===== config.mk =====
export PLATFORM = sky130hd
export DESIGN_NAME = noc_vc_input_port_flat
export DESIGN_NICKNAME = d
export VERILOG_FILES = /design/src/rtl/noc_vc_input_port_if.sv /design/src/rtl/noc_vc_input_port.sv /design/src/flat_wrapper.sv
export SDC_FILE = /design/constraint.sdc
export NUM_CORES = 1
export LEC_CHECK = 0
export CORE_ASPECT_RATIO = 1.1
export CORE_MARGIN = 2
export CORE_UTILIZATION = 50
export DETAILED_ROUTE_END_ITERATION = 7
export PLACE_DENSITY = 0.73
export SETUP_SLACK_MARGIN = 0.5
export SLEW_MARGIN = 30
export SYNTH_ARGS = -nofsm -noshare
export SYNTH_HDL_FRONTEND = slang
export SYNTH_SLANG_ARGS = --single-unit

===== constraint.sdc =====
create_clock -name clk -period 4.95 [get_ports clk]
set_clock_uncertainty 0.1 [all_clocks]
set_input_delay 1.2375 -clock clk [delete_from_list [all_inputs] [get_ports clk]]
set_output_delay 1.2375 -clock clk [all_outputs]
set_load 0.01 [all_outputs]

===== src/rtl/noc_vc_input_port_if.sv =====
// Flit input, flit output and credit return signals of the VC input port.
// The port module uses the slave modport; the upstream/downstream driver
// (router core or bench) uses the master modport.
interface noc_vc_input_port_if #(
   parameter int FLIT_W = 64,
   parameter int NUM_VC = 4
);
   localparam int VCW = $clog2(NUM_VC);

   logic              in_valid;
   logic [VCW-1:0]    in_vc;
   logic              in_head;
   logic              in_tail;
   logic [FLIT_W-1:0] in_flit;

   logic              out_valid;
   logic [VCW-1:0]    out_vc;
   logic              out_head;
   logic              out_tail;
   logic [FLIT_W-1:0] out_flit;
   logic              out_ready;

   logic              credit_valid;
   logic [VCW-1:0]    credit_vc;

   modport slave (
      input  in_valid, in_vc, in_head, in_tail, in_flit, out_ready,
      output out_valid, out_vc, out_head, out_tail, out_flit,
      output credit_valid, credit_vc
   );

   modport master (
      output in_valid, in_vc, in_head, in_tail, in_flit, out_ready,
      input  out_valid, out_vc, out_head, out_tail, out_flit,
      input  credit_valid, credit_vc
   );
endinterface


===== src/rtl/noc_vc_input_port.sv =====
// NoC virtual-channel input port: one FIFO per VC, packet-atomic output
// selection (IDLE / LOCKED FSM), per-flit credit return, congestion and
// overflow flags, forwarded-packet counter.
// Optional feature macro NOC_VC_QOS_PRIO_EN: strict priority (highest
// eligible VC wins) instead of round-robin arbitration in IDLE.
module noc_vc_input_port #(
   parameter  int FLIT_W      = 64,
   parameter  int NUM_VC      = 4,
   parameter  int VC_DEPTH    = 4,
   parameter  int CONG_THRESH = 3,
   localparam int VCW         = $clog2(NUM_VC),
   localparam int OCW         = $clog2(VC_DEPTH + 1)
) (
   input  logic                  clk,
   input  logic                  rst_n,
   noc_vc_input_port_if.slave    bus,
   output logic [NUM_VC*OCW-1:0] occupancy,
   output logic                  congestion,
   output logic                  overflow_err,
   output logic [31:0]           pkts_fwd
);
   localparam int PW = $clog2(VC_DEPTH);
   localparam int EW = FLIT_W + 2;   // {head, tail, flit}

   typedef enum logic {ST_IDLE = 1'b0, ST_LOCKED = 1'b1} state_t;

   state_t            state_reg, state_next;
   logic [VCW-1:0]    lock_vc_reg, lock_vc_next;
   logic [VCW-1:0]    rr_ptr_reg, rr_ptr_next;
   logic              hold_vld_reg;
   logic [VCW-1:0]    hold_vc_reg;
   logic              credit_valid_reg;
   logic [VCW-1:0]    credit_vc_reg;
   logic              cong_reg, ovf_reg;
   logic [31:0]       pkts_reg;

   logic [OCW-1:0]    count_w  [NUM_VC];
   logic [EW-1:0]     front_w  [NUM_VC];
   logic [NUM_VC-1:0] eligible;
   logic [NUM_VC-1:0] wr_en;
   logic [NUM_VC-1:0] deq;

   logic              grant_found;
   logic [VCW-1:0]    grant_vc;
   logic [VCW-1:0]    sel_vc;
   logic              out_valid_c;
   logic              xfer;
   logic              ovf_hit;
   logic              cong_any;

   // ---------------- per-VC FIFOs ----------------
   genvar gi;
   generate
      for (gi = 0; gi < NUM_VC; gi++) begin : g_vc
         logic [EW-1:0]  mem [VC_DEPTH];
         logic [PW-1:0]  wr_ptr_reg, rd_ptr_reg;
         logic [OCW-1:0] count_reg;

         // Fullness is judged on the start-of-cycle count, so a write to a
         // full VC is dropped even if that VC dequeues on the same edge.
         assign wr_en[gi] = bus.in_valid && (bus.in_vc == VCW'(gi)) &&
                            (count_reg != OCW'(VC_DEPTH));
         assign deq[gi]   = xfer && (sel_vc == VCW'(gi));

         // Payload storage; contents are meaningless while the VC is empty.
         always_ff @(posedge clk) begin
            if (wr_en[gi]) mem[wr_ptr_reg] <= {bus.in_head, bus.in_tail, bus.in_flit};
         end

         // Pointers wrap naturally (VC_DEPTH is a power of two); count tracks fill.
         always_ff @(posedge clk or negedge rst_n) begin
            if (!rst_n) begin
               wr_ptr_reg <= '0;
               rd_ptr_reg <= '0;
               count_reg  <= '0;
            end else begin
               if (wr_en[gi]) wr_ptr_reg <= wr_ptr_reg + PW'(1);
               if (deq[gi])   rd_ptr_reg <= rd_ptr_reg + PW'(1);
               case ({wr_en[gi], deq[gi]})
                  2'b10:   count_reg <= count_reg + OCW'(1);
                  2'b01:   count_reg <= count_reg - OCW'(1);
                  default: count_reg <= count_reg;
               endcase
            end
         end

         assign count_w[gi]                 = count_reg;
         assign front_w[gi]                 = mem[rd_ptr_reg];
         assign eligible[gi]                = (count_reg != '0) && front_w[gi][EW-1];
         assign occupancy[gi*OCW +: OCW]    = count_reg;
      end
   endgenerate

   // ---------------- IDLE arbiter ----------------
   // Picks a VC whose front flit is a head; a grant stalled by out_ready=0
   // is held so the presented flit cannot change under backpressure.
   always_comb begin
      int idx;
      idx         = 0;
      grant_found = 1'b0;
      grant_vc    = '0;
`ifdef NOC_VC_QOS_PRIO_EN
      for (int i = 0; i < NUM_VC; i++) begin
         if (eligible[i]) begin
            grant_found = 1'b1;
            grant_vc    = VCW'(i);
         end
      end
`else
      // Scan offsets from the pointer downward so the nearest one wins.
      for (int i = NUM_VC - 1; i >= 0; i--) begin
         idx = int'(rr_ptr_reg) + i;
         if (idx >= NUM_VC) idx = idx - NUM_VC;
         if (eligible[idx]) begin
            grant_found = 1'b1;
            grant_vc    = VCW'(idx);
         end
      end
`endif
      if (hold_vld_reg) begin
         grant_found = 1'b1;
         grant_vc    = hold_vc_reg;
      end
   end

   // ---------------- output selector FSM ----------------
   // State register plus arbitration bookkeeping.
   always_ff @(posedge clk or negedge rst_n) begin
      if (!rst_n) begin
         state_reg    <= ST_IDLE;
         lock_vc_reg  <= '0;
         rr_ptr_reg   <= '0;
         hold_vld_reg <= 1'b0;
         hold_vc_reg  <= '0;
      end else begin
         state_reg    <= state_next;
         lock_vc_reg  <= lock_vc_next;
         rr_ptr_reg   <= rr_ptr_next;
         hold_vld_reg <= (state_reg == ST_IDLE) && out_valid_c && !bus.out_ready;
         hold_vc_reg  <= sel_vc;
      end
   end

   // Next state: lock onto a multi-flit packet, release on its tail.
   always_comb begin
      state_next   = state_reg;
      lock_vc_next = lock_vc_reg;
      rr_ptr_next  = rr_ptr_reg;
      case (state_reg)
         ST_IDLE: begin
            if (xfer) begin
               rr_ptr_next = (sel_vc == VCW'(NUM_VC - 1)) ? '0 : sel_vc + VCW'(1);
               if (!front_w[sel_vc][EW-2]) begin
                  state_next   = ST_LOCKED;
                  lock_vc_next = sel_vc;
               end
            end
         end
         default: begin
            if (xfer && front_w[sel_vc][EW-2]) state_next = ST_IDLE;
         end
      endcase
   end

   // Outputs: present the granted (IDLE) or owning (LOCKED) VC's front flit.
   always_comb begin
      sel_vc      = (state_reg == ST_IDLE) ? grant_vc : lock_vc_reg;
      out_valid_c = (state_reg == ST_IDLE) ? grant_found : (count_w[lock_vc_reg] != '0);
      xfer        = out_valid_c && bus.out_ready;
   end

   assign bus.out_valid    = out_valid_c;
   assign bus.out_vc       = sel_vc;
   assign bus.out_head     = front_w[sel_vc][EW-1];
   assign bus.out_tail     = front_w[sel_vc][EW-2];
   assign bus.out_flit     = front_w[sel_vc][FLIT_W-1:0];
   assign bus.credit_valid = credit_valid_reg;
   assign bus.credit_vc    = credit_vc_reg;

   // ---------------- status ----------------
   // Congestion and overflow detection from start-of-cycle counts.
   always_comb begin
      ovf_hit  = bus.in_valid && (count_w[bus.in_vc] == OCW'(VC_DEPTH));
      cong_any = 1'b0;
      for (int i = 0; i < NUM_VC; i++) begin
         if (count_w[i] >= OCW'(CONG_THRESH)) cong_any = 1'b1;
      end
   end

   // Credit pulse one cycle after each transfer; flags and packet counter.
   always_ff @(posedge clk or negedge rst_n) begin
      if (!rst_n) begin
         credit_valid_reg <= 1'b0;
         credit_vc_reg    <= '0;
         cong_reg         <= 1'b0;
         ovf_reg          <= 1'b0;
         pkts_reg         <= '0;
      end else begin
         credit_valid_reg <= xfer;
         credit_vc_reg    <= xfer ? sel_vc : credit_vc_reg;
         cong_reg         <= cong_any;
         ovf_reg          <= ovf_reg | ovf_hit;
         if (xfer && bus.out_tail) pkts_reg <= pkts_reg + 32'd1;
      end
   end

   assign congestion   = cong_reg;
   assign overflow_err = ovf_reg;
   assign pkts_fwd     = pkts_reg;
endmodule

===== src/flat_wrapper.sv =====
// flat-port wrapper written by rule: the top's interface ports become plain ports
module noc_vc_input_port_flat 
#(
   parameter  int FLIT_W      = 64,
   parameter  int NUM_VC      = 4,
   parameter  int VC_DEPTH    = 4,
   parameter  int CONG_THRESH = 3,
   localparam int VCW         = $clog2(NUM_VC),
   localparam int OCW         = $clog2(VC_DEPTH + 1)
)
  (clk, rst_n, occupancy, congestion, overflow_err, pkts_fwd, bus_in_valid, bus_in_vc, bus_in_head, bus_in_tail, bus_in_flit, bus_out_ready, bus_out_valid, bus_out_vc, bus_out_head, bus_out_tail, bus_out_flit, bus_credit_valid, bus_credit_vc);
  noc_vc_input_port_if #(.FLIT_W(FLIT_W), .NUM_VC(NUM_VC)) bus_i ();
  input  logic clk;
  input  logic rst_n;
  output logic [NUM_VC*OCW-1:0] occupancy;
  output logic congestion;
  output logic overflow_err;
  output logic [31:0] pkts_fwd;
  input wire logic [$bits(bus_i.in_valid)-1:0] bus_in_valid;
  input wire logic [$bits(bus_i.in_vc)-1:0] bus_in_vc;
  input wire logic [$bits(bus_i.in_head)-1:0] bus_in_head;
  input wire logic [$bits(bus_i.in_tail)-1:0] bus_in_tail;
  input wire logic [$bits(bus_i.in_flit)-1:0] bus_in_flit;
  input wire logic [$bits(bus_i.out_ready)-1:0] bus_out_ready;
  output wire logic [$bits(bus_i.out_valid)-1:0] bus_out_valid;
  output wire logic [$bits(bus_i.out_vc)-1:0] bus_out_vc;
  output wire logic [$bits(bus_i.out_head)-1:0] bus_out_head;
  output wire logic [$bits(bus_i.out_tail)-1:0] bus_out_tail;
  output wire logic [$bits(bus_i.out_flit)-1:0] bus_out_flit;
  output wire logic [$bits(bus_i.credit_valid)-1:0] bus_credit_valid;
  output wire logic [$bits(bus_i.credit_vc)-1:0] bus_credit_vc;
  assign bus_i.in_valid = bus_in_valid;
  assign bus_i.in_vc = bus_in_vc;
  assign bus_i.in_head = bus_in_head;
  assign bus_i.in_tail = bus_in_tail;
  assign bus_i.in_flit = bus_in_flit;
  assign bus_i.out_ready = bus_out_ready;
  assign bus_out_valid = bus_i.out_valid;
  assign bus_out_vc = bus_i.out_vc;
  assign bus_out_head = bus_i.out_head;
  assign bus_out_tail = bus_i.out_tail;
  assign bus_out_flit = bus_i.out_flit;
  assign bus_credit_valid = bus_i.credit_valid;
  assign bus_credit_vc = bus_i.credit_vc;
  noc_vc_input_port #(.FLIT_W(FLIT_W), .NUM_VC(NUM_VC), .VC_DEPTH(VC_DEPTH), .CONG_THRESH(CONG_THRESH)) u_core (.clk(clk), .rst_n(rst_n), .bus(bus_i), .occupancy(occupancy), .congestion(congestion), .overflow_err(overflow_err), .pkts_fwd(pkts_fwd));
endmodule

# Yosys cells after proc, flatten, opt, wreduce, memory -nomap -nowiden
# Memory sizes are Yosys's and may differ from the RTL's.
# Index checks and enable logic that the tools add are counted.
# W data, S select, Z words.
op_classes:
  n_lt_le_gt_ge: 15
  addsub: 25
  eq_ne: 19
  bitwise_logic: 6
  n_reduce_logical: 35
  n_mux: 58
ops:
  columns: ["op", "count"]
  rows:
  - ["$bmux W66 S2", 1]
  - ["$mux W66", 2]
  - ["$lt A32 B4 Y1 const B", 4]
  - ["$mux W32", 4]
  - ["$ge A32 B4 Y1 const B", 3]
  - ["$sub A32 B4 Y32 const B", 3]
  - ["$add A32 B1 Y32 const B", 1]
  - ["$mux W1", 30]
  - ["$pmux W3 S2", 4]
  - ["$logic_and A1 B1 Y1", 21]
  - ["$add A2 B1 Y2 const B", 9]
  - ["$eq A2 B2 Y1 const B", 8]
  - ["$reduce_bool A3 Y1", 5]
  - ["$mux W2", 7]
  - ["$add A3 B1 Y3 const B", 4]
  - ["$bmux W3 S2", 2]
  - ["$eq A2 B1 Y1 const B", 6]
  - ["$ge A3 B2 Y1 const B", 4]
  - ["$mux W3", 4]
  - ["$ne A3 B3 Y1 const B", 4]
  - ["$sub A3 B1 Y3 const B", 4]
  - ["$ge A3 B3 Y1 const B", 3]
  - ["$not A2 Y3", 3]
  - ["$bmux W1 S2", 4]
  - ["other kinds (12)", 18]
word_totals:
  output_inout_bits: 118
  mem_count: 4
  inputBits: 72
  elab_cells: 184
  ff_bits: 73
  mem_bits_rw: 1056
memory_table:
  columns: ["memory", "words", "word_bits", "rd", "rd_ports_with_merged_regs", "wr", "line", "rtl"]
  rows:
  - ["u_core.g_vc[0].mem", 4, 66, 1, 0, 1, "noc_vc_input_port.sv:55", "logic [EW-1:0] mem [VC_DEPTH];"]
  - ["u_core.g_vc[1].mem", 4, 66, 1, 0, 1, "noc_vc_input_port.sv:55", null]
  - ["u_core.g_vc[2].mem", 4, 66, 1, 0, 1, "noc_vc_input_port.sv:55", null]
  - ["u_core.g_vc[3].mem", 4, 66, 1, 0, 1, "noc_vc_input_port.sv:55", null]

# Logic depth before layout (Yosys ltp)
logic_depth:
  depth_word: 19
  depth_mapped: 17

# Worst setup path before layout
# No wires, ideal clock.
synth_path:
  path_type: "input to register"
  start: "input bus_in_vc[1]"
  end: "memory u_core.g_vc[0].mem[0][0] in the netlist's numbering, enable pin"
  setup_slack_ps: 638
  setup_time_ps: 431
  t_arrival_ps: 3781
  n_path_buf: 1
  stages: 3
  cell_sequence: "clkbuf_1 -> nor4b_1 -> and2_1"
synth_between:
  elab_chain_len: 5
synth_lines:
  columns: ["item", "line", "rtl"]
  rows:
  - ["from (decl)", "flat_wrapper.sv:20", "input wire logic [$bits(bus_i.in_vc)-1:0] bus_in_vc;"]
  - ["$logic_not A2 Y1", "noc_vc_input_port.sv:61", "assign wr_en[gi] = bus.in_valid && (bus.in_vc == VCW'(gi)) &&"]
  - ["$logic_and A1 B1 Y1 (2 in a row)", "noc_vc_input_port.sv:61", null]
  - ["$mux W1", "noc_vc_input_port.sv:67", "if (wr_en[gi]) mem[wr_ptr_reg] <= {bus.in_head, bus.in_tail, bus.in_flit};"]
  - ["$mux W1 (not written as such)", "noc_vc_input_port.sv:67", null]
  - ["to (decl)", "noc_vc_input_port.sv:55", null]
# No other way between the ends.

# Worst setup path in the final report
layout_path:
  start: "register u_core.g_vc[0].rd_ptr_reg[0]"
  end: "output bus_out_flit[62]"
layout_between:
  elab_chain_len: 15
layout_lines:
  columns: ["item", "line", "rtl"]
  rows:
  - ["from (decl)", "noc_vc_input_port.sv:56", "logic [PW-1:0] wr_ptr_reg, rd_ptr_reg;"]
  - ["from (signal assigned)", "noc_vc_input_port.sv:78", "if (deq[gi]) rd_ptr_reg <= rd_ptr_reg + PW'(1);"]
  - ["$mem_v2 Z4 W66 (*)", null, null]
  - ["$logic_and A1 B1 Y1", "noc_vc_input_port.sv:89", "assign eligible[gi] = (count_reg != '0) && front_w[gi][EW-1];"]
  - ["$bmux W1 S2", "noc_vc_input_port.sv:114", "if (eligible[idx]) begin"]
  - ["$mux W1 (not written as such) (2 in a row)", "noc_vc_input_port.sv:114", null]
  - ["$mux W2 (4 in a row)", "noc_vc_input_port.sv:114", null]
  - ["$mux W2", "noc_vc_input_port.sv:120", "if (hold_vld_reg) begin"]
  - ["$mux W2", "noc_vc_input_port.sv:167", "sel_vc = (state_reg == ST_IDLE) ? grant_vc : lock_vc_reg;"]
  - ["$not A2 Y3 (not written as such)", "noc_vc_input_port.sv:176", "assign bus.out_flit = front_w[sel_vc][FLIT_W-1:0];"]
  - ["$bmux W66 S2 (*)", "noc_vc_input_port.sv:176", null]
  - ["$mux W66 (*) (2 in a row)", null, null]
  - ["to (decl)", "flat_wrapper.sv:29", "output wire logic [$bits(bus_i.out_flit)-1:0] bus_out_flit;"]
# Every way passes the cells marked *; elsewhere a longest branch is shown, timed or not. The select of a mux whose other input is x is not followed.

==> reports/results.txt <==
vias in the first global route: 23.6k
largest net degree at the start of global routing: 68
Layout fillers: 5774
first-pass iteration count of the detailed router: 5
GR peak layer: met2
Int Pwr: 23200 uW
final net count: 2671
CTS tree: done
Worst Tran Pin Value: 866 ps
Inserted Diodes: 0
sequential-to-total area share from yosys stat: 76.3%
CP Class: reg2out
ys async rst share: 6.47%
Area growth syn-to-layout: 22.3%
status: finished, final reports clean
RSZ-0062 raised after global routing: true
Mapped Area: 44000 um^2
share of the synthesized area in the top cell type: 72.1%
Die X: 287 um
Final WS setup: 135 ps
Multi-input gate area: 10700 um^2
Syn Nets: 2285
Synth area leader: edfxtp_1
wire length per cell: 28.3 um
Num CTS Buffers: 106
post-synthesis mux area share: 15.3%
maximum clock rate: 208 MHz
commonest non-fill, non-tap cells in the layout: edfxtp_1, mux4_2, nor2_1, clkdlybuf4s50_1, clkbuf_16
vias: 22.9k
CTS root buffer: clkbuf_16
CTS sink count: 1129
DRC viols: 0
antenna-violating nets left: 0
FF+latch count, synth: 1129
Leakage: 0.0182 uW
most common cell after layout, fill and taps aside: edfxtp_1
Compound-Gate Fraction of Synth Area: 1.24%
Synth Flop Type: edfxtp_1
max cap viols: 0
Largest register FFs: 1056
Worst Hold Class: reg2reg
Period minus WS final: 4820 ps
CP endpoint kind: primary output
synth unique cells: 48
setup TNS: 0 ps
Cell Pwr Density: 655 nW/um^2
Cell Chain, Critical Path: mux4_2 -> a22oi_2 -> o32ai_2 -> or2_4 -> buf_4 -> buf_12 -> buf_16 -> buf_8 -> mux2i_1 -> a21oi_2 -> buf_2
synthesized netlist cell count: 2187
Crit path largest cell delay: 580 ps
top cells by area, synth: edfxtp_1, mux4_2, dfrtp_1
Post-Place Setup Slack: 256 ps
DR vias/cell: 5.99
Worst path slowest cell: mux4_2
share of cells above drive strength 1: 32.3%
Reg clk slew, reported paths: 60 ps
maximum level of the CTS H-tree: 3
Placer Congestion: 0.784
post-route clock period utilization: 97.3%
main combinational cell family by area after synthesis: multiplexers
total wire length: 108000 um
CTS Hold Bufs: 0
Synth Area in Adders: 0.808%
# setup viols final: 0
number of flops mapped to enable cells by yosys: 1056
Logic pwr share: 44.6%
initial antenna violation count: 5
total grt overflow: 0
CP required: 3610 ps
core area: 87400 um^2
first-pass GRT wire length: 156000 um
I/O Buffers: 189
M3 GR Usage: 4.82%
startpoint type of the worst setup path: register
Total GRT Usage: 23.9%
Fin. Hold Viols: 0
met1 GRT Util: 31.2%
Pins Over Slew Limit: 0
Die Y: 315 um
IO Pins: 190
initial drt markers: 2233
DP HPWL: 54400 um
storage element area: 33600 um^2
net switching power: 12000 uW
Mapped Avg Cell Area: 20.1 um^2
CTS max path bufs: 3
clock share of power: 22.8%
grt met2 use: 40.6%
worst vdd ir: 0.435 mV
CP max FO: 7
XOR/XNOR share of the synthesized area: 1.10%
later-pin clock latency in the skew report: 700 ps
sequential power share: 32.6%
switching share of total power: 34.0%
cell row count: 114
crit path DAT: 3480 ps
die area: 90300 um^2
Yosys warning count: 0
initial core utilization: 50.3%
simple-gate share of the synthesized area: 3.98%
relative slew slack: 42.3%
power groups by stage:
stage          logic [uW]  clock network, uW  registers [uW]
5_1_grt             16500               8490           11500
4_1_cts             14500               8120           11400
3_3_place_gp        11400                  0           11600
6_report            15700               8040           11500
3_5_place_dp        11500                  0           11600
2_1_floorplan        6660                  0           11600
cell usage after synthesis, types with 5 or more instances:
cell type and instances:
a21oi_1 68, buf_2 9, and2_1 20, dfrtp_1 73, inv_1 35, buf_1 10, nand4_1 7, nand2_1 30
nor2_1 280, xor2_1 39, o21ai_0 9, clkbuf_1 82, and3_1 12, nor4_2 6, edfxtp_1 1056, mux2i_1 70
nor3_1 17, ha_1 22, mux4_2 265, nand3_1 15, xnor2_1 16, mux2_2 5
logic make-up (layout without fill, tap and decap cells):
family,count (synthesis),in the layout
flip-flops,1129,1129
AND/OR/NAND/NOR,402,402
buffers and inverters,139,612
multiplexers,341,341
XOR/XNOR,55,55
AO/OA/AOI/OAI,95,95
adder cells (fa/ha/maj),26,26
stage by stage:
| step | cell area [um^2] | util (%) | hold WS [ps] | power (uW) | instances |
|---|---|---|---|---|---|
| 5_1_grt | 53700 | 61.5 | 396 | 36500 | 3820 |
| 3_3_place_gp | 47800 | 54.6 | 355 | 23000 | 3498 |
| 3_5_place_dp | 47800 | 54.7 | 365 | 23100 | 3498 |
| 4_1_cts | 53000 | 60.6 | 377 | 34100 | 3787 |
| 2_1_floorplan | 44000 | - | 370 | 18300 | 2187 |
| 6_report | 53700 | 61.5 | 369 | 35200 | 3820 |
path summary, 6_finish.rpt:
| path | slack, ps | from | cells past startpoint | endpoint |
|---|---|---|---|---|
| max | 130 | u_core.g_vc[0].rd_ptr_reg[0] | 11 | bus_out_flit[62] |
| min | 370 | u_core.pkts_fwd[31] | 1 | u_core.pkts_fwd[31] |
| max reg2reg | 760 | u_core.g_vc[0].rd_ptr_reg[0] | 17 | u_core.g_vc[1].count_reg[2] |
| min reg2reg | 370 | u_core.pkts_fwd[31] | 1 | u_core.pkts_fwd[31] |
| max in group asynchronous | 3440 | rst_n | 2 | u_core.pkts_fwd[9] |
| min in group asynchronous | 440 | rst_n | 1 | u_core.bus.credit_valid |
worst max-delay path: cells and delay by family, from the launching register on:
family	cells	cell delay, ps
AO/OA/AOI/OAI	3	580
flip-flops	1	430
multiplexers	2	700
buffers and inverters	5	770
AND/OR/NAND/NOR	1	290
timing repair:
item / CTS / global route
resized for setup: 466 / 114
endpoints found under the setup margin: 68 / 69
pin swaps: 95 / 47
gates cloned: 22 / 4
buffers inserted: 72 / 29
cell type report:
class | count | share of cell area, %
Clock buffer | 137 | 5.23
Tap cell | 1160 | 2.70
Multi-Input combinational cell | 919 | 19.8
Sequential cell | 1129 | 62.5
Timing Repair Buffer | 381 | 8.38
Inverter | 36 | 0.265
Clock inverter | 58 | 1.14
routing by layer:
layer | share of wire [%] | up-vias
li1 | - | 9531
met1 | 38 | 11960
met2 | 51 | 1182
met3 | 8.4 | 212
met4 | 2.8 | 10
met5 | 0.067 | -
No activity file was read; power rests on OpenSTA's default activity.
